<file path="src/rtl/float_mul_seq.sv">
// float_mul_seq: iterative IEEE-754 single-precision multiplier.
// Operands are latched on an accepted start, classified, multiplied with a
// 24-step shift-add loop, normalised with truncation and returned with a
// one-cycle done pulse. Denormal inputs are flushed to zero.
module float_mul_seq #(
  parameter int EXP_W  = 8,
  parameter int MANT_W = 23,
  parameter int BIAS   = 127
) (
  input  logic                      clk,
  input  logic                      reset_n,
  input  logic                      start,
  input  logic [EXP_W+MANT_W:0]     dataa,
  input  logic [EXP_W+MANT_W:0]     datab,
  output logic                      busy,
  output logic                      done,
  output logic [EXP_W+MANT_W:0]     result
);

  localparam int W  = 1 + EXP_W + MANT_W;
  localparam int MW = MANT_W + 1;
  localparam int PW = 2 * MW;
  localparam int CW = $clog2(MW);
  localparam int XW = EXP_W + 2;

  localparam logic [CW-1:0]        CNT_LAST = CW'(MW - 1);
  localparam logic signed [XW-1:0] BIAS_X   = XW'(BIAS);
  localparam logic signed [XW-1:0] EXP_MAX  = XW'((1 << EXP_W) - 1);

  typedef enum logic [2:0] {
    IDLE,
    CHECK,
    MULT,
    NORM,
    DONE
  } state_t;

  state_t state, state_nxt;

  logic [W-1:0]  a_q, b_q;
  logic [PW-1:0] acc;
  logic [CW-1:0] cnt;
  logic          spec_q;
  logic [W-1:0]  spec_res_q;

  // Operand field decode and special-case classification
  logic [EXP_W-1:0]  ea, eb;
  logic [MANT_W-1:0] fa, fb;
  logic [MW-1:0]     ma, mb;
  logic              sign;
  logic              a_nan, b_nan, a_inf, b_inf, a_zero, b_zero;
  logic              is_special;
  logic [W-1:0]      special_val;
  logic [W-1:0]      qnan, inf_res, zero_res;

  // Normalisation of the finished accumulator
  logic signed [XW-1:0] exp_n;
  logic [MANT_W-1:0]    mant_n;
  logic [W-1:0]         norm_res;

  assign ea   = a_q[W-2:MANT_W];
  assign eb   = b_q[W-2:MANT_W];
  assign fa   = a_q[MANT_W-1:0];
  assign fb   = b_q[MANT_W-1:0];
  assign ma   = {1'b1, fa};
  assign mb   = {1'b1, fb};
  assign sign = a_q[W-1] ^ b_q[W-1];

  assign qnan     = {1'b0, {EXP_W{1'b1}}, 1'b1, {(MANT_W-1){1'b0}}};
  assign inf_res  = {sign, {EXP_W{1'b1}}, {MANT_W{1'b0}}};
  assign zero_res = {sign, {(W-1){1'b0}}};

  // Classify latched operands; priority NaN, Inf*0, Inf, zero
  always_comb begin
    a_nan  = (ea == '1) && (fa != '0);
    b_nan  = (eb == '1) && (fb != '0);
    a_inf  = (ea == '1) && (fa == '0);
    b_inf  = (eb == '1) && (fb == '0);
    a_zero = (ea == '0);
    b_zero = (eb == '0);
    is_special  = 1'b1;
    special_val = '0;
    if (a_nan || b_nan) begin
      special_val = qnan;
    end else if ((a_inf && b_zero) || (b_inf && a_zero)) begin
      special_val = qnan;
    end else if (a_inf || b_inf) begin
      special_val = inf_res;
    end else if (a_zero || b_zero) begin
      special_val = zero_res;
    end else begin
      is_special = 1'b0;
    end
  end

  // Normalise the product, truncate, and saturate the exponent
  always_comb begin
    exp_n = signed'({2'b00, ea}) + signed'({2'b00, eb}) - BIAS_X
          + signed'({{(XW-1){1'b0}}, acc[PW-1]});
    mant_n = acc[PW-1] ? acc[PW-2 -: MANT_W] : acc[PW-3 -: MANT_W];
    if (exp_n >= EXP_MAX) begin
      norm_res = inf_res;
    end else if (exp_n <= 0) begin
      norm_res = zero_res;
    end else begin
      norm_res = {sign, exp_n[EXP_W-1:0], mant_n};
    end
  end

  // State register
  always_ff @(posedge clk) begin
    if (!reset_n) begin
      state <= IDLE;
    end else begin
      state <= state_nxt;
    end
  end

  // Next-state logic
  always_comb begin
    state_nxt = state;
    case (state)
      IDLE:  if (start) state_nxt = CHECK;
      // Special results still pass through NORM so their latency is two
      // cycles after start; NORM then selects the pre-computed value.
      CHECK: state_nxt = is_special ? NORM : MULT;
      MULT:  if (cnt == CNT_LAST) state_nxt = NORM;
      NORM:  state_nxt = DONE;
      DONE:  state_nxt = IDLE;
      default: state_nxt = IDLE;
    endcase
  end

  // Handshake outputs decoded from state
  always_comb begin
    busy = (state != IDLE);
    done = (state == DONE);
  end

  // Operand latch, shift-add loop and result register
  always_ff @(posedge clk) begin
    if (!reset_n) begin
      a_q        <= '0;
      b_q        <= '0;
      acc        <= '0;
      cnt        <= '0;
      spec_q     <= 1'b0;
      spec_res_q <= '0;
      result     <= '0;
    end else begin
      case (state)
        IDLE: begin
          if (start) begin
            a_q <= dataa;
            b_q <= datab;
          end
        end
        CHECK: begin
          acc        <= '0;
          cnt        <= '0;
          spec_q     <= is_special;
          spec_res_q <= special_val;
        end
        MULT: begin
          if (mb[cnt]) begin
            acc <= acc + ({{MW{1'b0}}, ma} << cnt);
          end
          cnt <= cnt + 1'b1;
        end
        NORM: begin
          result <= spec_q ? spec_res_q : norm_res;
        end
        default: ;
      endcase
    end
  end

endmodule

</file>
<file path="config.mk">
export PLATFORM = sky130hd
export DESIGN_NAME = float_mul_seq
export DESIGN_NICKNAME = d
export VERILOG_FILES = /design/src/rtl/float_mul_seq.sv
export SDC_FILE = /design/constraint.sdc
export NUM_CORES = 1
export LEC_CHECK = 0
export BUFFER_PORTS_ARGS = -buffer_cell sky130_fd_sc_hd__buf_2
export CELL_PAD_IN_SITES_DETAIL_PLACEMENT = 0
export CELL_PAD_IN_SITES_GLOBAL_PLACEMENT = 1
export CORE_UTILIZATION = 48
export DETAILED_ROUTE_END_ITERATION = 8
export PLACE_DENSITY = 0.9
export SYNTH_ARGS = -nofsm -noshare
export SYNTH_HDL_FRONTEND = slang
export SYNTH_SLANG_ARGS = --single-unit
</file>
<file path="constraint.sdc">
create_clock -name clk -period 11.45 [get_ports clk]
set_input_delay 1.145 -clock clk [delete_from_list [all_inputs] [get_ports clk]]
set_output_delay 1.145 -clock clk [all_outputs]
set_load 0.005 [all_outputs]
</file>
Word level (Yosys, flattened, before mapping)
Cells that the tools add are included.
Storage, ports and cells
  register bits after elaboration: 185
  input bits: 67
  output and inout port bits: 34
  word-level logic and storage cells: 71
Cells by class
  add/sub/neg operators: 5
  $lt $le $gt $ge: 3
  eq/ne operators: 10
  shift operators: 1
  multiplexer cells: 21
  bitwise operators: 1
  reductions and logical operators: 22
Operator list (count)
  32-bit 2-to-1 mux: 5
  48-bit case mux with 2 select lines: 1
  31-bit 2-to-1 mux: 2
  48-bit adder: 1
  48-bit 2-to-1 mux: 1
  24-bit by 5-bit left shift with 48-bit output: 1
  23-bit zero test: 2
  23-bit nonzero test: 2
  23-bit 2-to-1 mux: 1
  8-bit equality test (second input constant): 2
  8-bit zero test: 2
  3-bit case mux with 4 select lines: 1
  10-bit by 2-bit adder with 10-bit output: 1
  10-bit by 9-bit greater-or-equal comparator with 1-bit output (second input constant): 1
  10-bit by 1-bit <= comparator with 1-bit output (second input constant): 1
  5-bit case mux with 2 select lines: 1
  9-bit by 7-bit subtractor with 10-bit output (second input constant): 1
  8-bit by 8-bit adder with 9-bit output: 1
  3-bit by 2-bit equality test with 1-bit output (second input constant): 2
  1-bit logical AND: 6
  5-bit by 6-bit less-than comparator with 1-bit output (second input constant): 1
  1-bit 2-to-1 mux: 6
  3-bit 2-to-1 mux: 2
  2-bit inequality test (second input constant): 3
  other kinds (11): 16

Longest topological paths before layout
  word-level depth: 8
  mapped depth: 22
  mapped depth without buffers: 19

Worst setup path before layout
OpenSTA, ideal clock, no wires.
  kind: flip-flop to flip-flop
  start point: register cnt[0]
  end point: register acc[44]
  library setup time: 0.123 ns
  data arrival time: 4.095 ns
  data required time: 11.327 ns
  setup slack: 7.232 ns
  stages on the path, launching flop included: 20
  path buffers: 4
  period minus slack after synthesis: 4.218 ns
  cells stage by stage: dfxtp_1 > buf_2 > buf_2 > buf_2 > mux4_2 > nand2_1 > o21ai_0 > o21ai_0 > o22ai_1 > ha_1 > buf_2 > nand4_1 > nor2_1 > nand3_1 > or4_1 > o211ai_1 > a21oi_1 > o221ai_1 > xnor2_1 > o21ai_0
Between the ends
  word-level cells in the longest chain between the ends: 4
  elaborated cells on any way between the ends: 8
  classes of those cells: add/sub (1); eq/ne (1); shift (1); mux (4); reduce/logical (1)
RTL lines
  start: declaration: line 42  | logic [CW-1:0] cnt;
  start signal: assignment: line 168  | cnt <= cnt + 1'b1;
  24-bit by 5-bit left shift with 48-bit output or 1-bit binary-select mux with 5-bit select (tied branches): line 166, 165
  48-bit adder or 1-bit 2-to-1 mux (tied branches): line 166, 165
  48-bit 2-to-1 mux or 2-bit inequality test (tied branches)
  48-bit case mux with 2 select lines or 2-bit AND reduction (tied branches)
  end signal: assignment: line 166  | acc <= acc + ({{MW{1'b0}}, ma} << cnt);
  end: declaration: line 41  | logic [PW-1:0] acc;
Several ways; a longest one is shown, not always the timed one. The select of a mux whose other input is x is not followed.
A chain may end at the register's enable or synchronous reset.

Worst setup path after layout
  start point: register cnt[0]
  end point: register acc[47]
The elaborated chain is that of the path after synthesis.

==> results.json <==
{
  "outcome": "finished clean",
  "ant_nets": 0,
  "gp_congestion": 0.9735,
  "ys.flop_type": "dfxtp_1",
  "synth.most_common_cell": "nand2_1",
  "ys_top_cells_by_count": "nand2_1 (274), dfxtp_1 (156), o21ai_0 (108), a21oi_1 (88), nor2_1 (85)",
  "syn_area_per_cell_sq_um": 7.762,
  "drive_above_1_share": 0.1247,
  "clk_path_buf_depth": 2,
  "yosys_warnings": 0,
  "port-buffer-count": 100,
  "synth_area_sq_mm": 0.01071,
  "synth_seq_cells": 156,
  "rows": 54,
  "period_share": 0.4428,
  "timing.fmax_mhz": 197.2,
  "synth_nets": 1514,
  "post_cts_buffers": 0,
  "hold_viol": 0,
  "grt_overflow": 0,
  "required_ps": 11800,
  "setup_viol": 0,
  "startpoint_type": "flop",
  "min_path_type": "flop to flop",
  "r2r-start": "cnt[0]",
  "worst_pin_slew_ps": 1137,
  "syn_inst": 1380,
  "die_area_sq_mm": 0.02292,
  "nFillCells": 2124,
  "drt_first_iter_violations": 884,
  "clock_latency_ps": 430,
  "rsz0062_at_grt": "false",
  "clock_sinks": 156,
  "root_buffer": "clkbuf_16",
  "hold_start": "result[10]",
  "final_nets": 1558,
  "netlist.area_leader.share": 0.2916,
  "synth_area_leaders": "dfxtp_1 (29%), nand2_1 (9.6%), ha_1 (7.6%)",
  "grt_max_degree": 76,
  "synth_edf_count": 0,
  "postCtsHoldBufs": 0,
  "dr.pass1.iters": 5,
  "num_vias": 9890,
  "die_h_um": 151.4,
  "dpl.hpwl_um": 22030,
  "grt_pass1_vias": 9016,
  "r2r_slack_ps": 6380,
  "io_pins": 101,
  "stdcell_count": 1716,
  "track_usage": 0.2636,
  "synth_top_area_cell": "dfxtp_1",
  "die_w_um": 151.4,
  "power.density_mw_per_mm2": 134.7,
  "final_util": 0.5419,
  "drv_cap": 0,
  "min_period_ps": 5070,
  "cts_inserted_buffers": 17,
  "cp-startpoint": "cnt[0]",
  "grt_pass1_wl_um": 47180,
  "leakage_nw": 4.653,
  "synthDistinctLibCells": 63,
  "drc": 0,
  "place_inst": 1685,
  "cts_tree": "yes",
  "wl_per_cell_um": 17.17,
  "synthArstFlopShare": 0,
  "finalPower_mw": 1.593,
  "yosysSeqAreaShare": 0.2916,
  "tns_ps": 0,
  "core-area_sq_mm": 0.02182,
  "drv_slew": 0,
  "critPathCaptureType": "flop",
  "finClkSkew_ps": 9.758,
  "path_class": "flop to flop",
  "htreeDepth": 4,
  "num_antenna_cells": 0,
  "arrival_ps": 5420,
  "clk_pin_slew_ps": 60,
  "antenna_found_initial": 0,
  "crit_fanout": 34,
  "ctsResizeCount": 0,
  "initial_core_util": 0.4908,
  "routed_wirelength_um": 29460,
  "area_delta_synth_final_pct": 10.41,
  "max_slew_margin": 0.2395,
  "viasPerCell": 5.763,
  "vdd_drop_max_mv": 0.09578
}
## state kept, by name (all words and copies together), names as in the netlist
signal      count
acc            48
a_q            32
b_q            32
result         32
cnt             5
spec_res_q      3
state           3
spec_q          1
## final timing paths
| path | end | depth (start not counted) |
|---|---|---|
| setup / recovery | acc[47] | 16 |
| hold / removal | result[10] | 2 |
| setup reg to reg | acc[47] | 16 |
| hold reg to reg | result[10] | 2 |
## layout by cell type (no fill, tap or decap), drive strengths merged, types with 24 or more instances in the layout
master | netlist | final
xor2 | 24 | 24
nand2 | 274 | 274
inv | 31 | 35
nor2b | 36 | 36
buf | 18 | 109
ha | 65 | 65
o21ai | 111 | 111
dfxtp | 156 | 156
xnor2 | 26 | 26
a21oi | 88 | 88
a21boi | 72 | 72
nor2 | 85 | 85
mux2i | 44 | 44
## power by group
group / internal (mW) / switching [mW]
sequential: 0.584 / 0.0535
clock: 0.284 / 0.248
combinational: 0.162 / 0.261
## kinds of logic (layout without fill, tap and decap cells)
kind of cell | after synthesis | count (layout) | share of synthesized area
compound gates | 402 | 402 | 0.2376
fa+ha+maj | 67 | 67 | 0.07966
simple gates | 515 | 515 | 0.2127
xor+xnor | 50 | 50 | 0.04088
mux | 75 | 75 | 0.09473
flops | 156 | 156 | 0.2916
buf+inv | 115 | 171 | 0.04287
## metal layers
layer | vias up | part of all wire | track usage
li1 | 5026 | - | -
met3 | 39 | 0.044 | 0.03404
met2 | 285 | 0.45 | 0.4265
met1 | 4540 | 0.48 | 0.3583
met4 | 0 | 0.026 | 0.09250
met5 | - | 0 | 0
## stage by stage
| stage | hold WS (ps) | instance area [sq um] | setup WS, ps |
|---|---|---|---|
| final | 444.7 | 11830 | 6380 |
| after global routing | 480.3 | 11830 | 5871 |
| after CTS | 451.0 | 11830 | 6408 |
| after detailed placement | 436.4 | 11290 | 6421 |
| after global placement | 428.3 | 11290 | 6459 |
| after floorplan | 445.3 | 10710 | 7232 |
## critical path: stages (launching register included)
cell       delay [ps]
dfxtp_2           900
inv_1             400
nor2_1            180
a21oi_1            80
mux2_2            310
o21ai_0           300
o21ai_0           230
ha_1              510
nand4_1           220
nor3_1            260
nand2_1           140
a2111oi_0         340
nor3_1            160
o21ai_0           420
nand3_1           180
a211o_1           280
o21ai_0            70
## area by class of cell
type	instances	area (sq um)	area share
Multi-Input combinational cell	1109	7133	0.6032
Sequential cell	156	3124	0.2642
Timing Repair Buffer	109	568.0	0.04803
Clock buffer	20	446.7	0.03777
Tap cell	280	350.3	0.02962
Inverter	31	116.4	0.009839
Clock inverter	11	87.58	0.007406
Power figures use the tool's default switching activity.
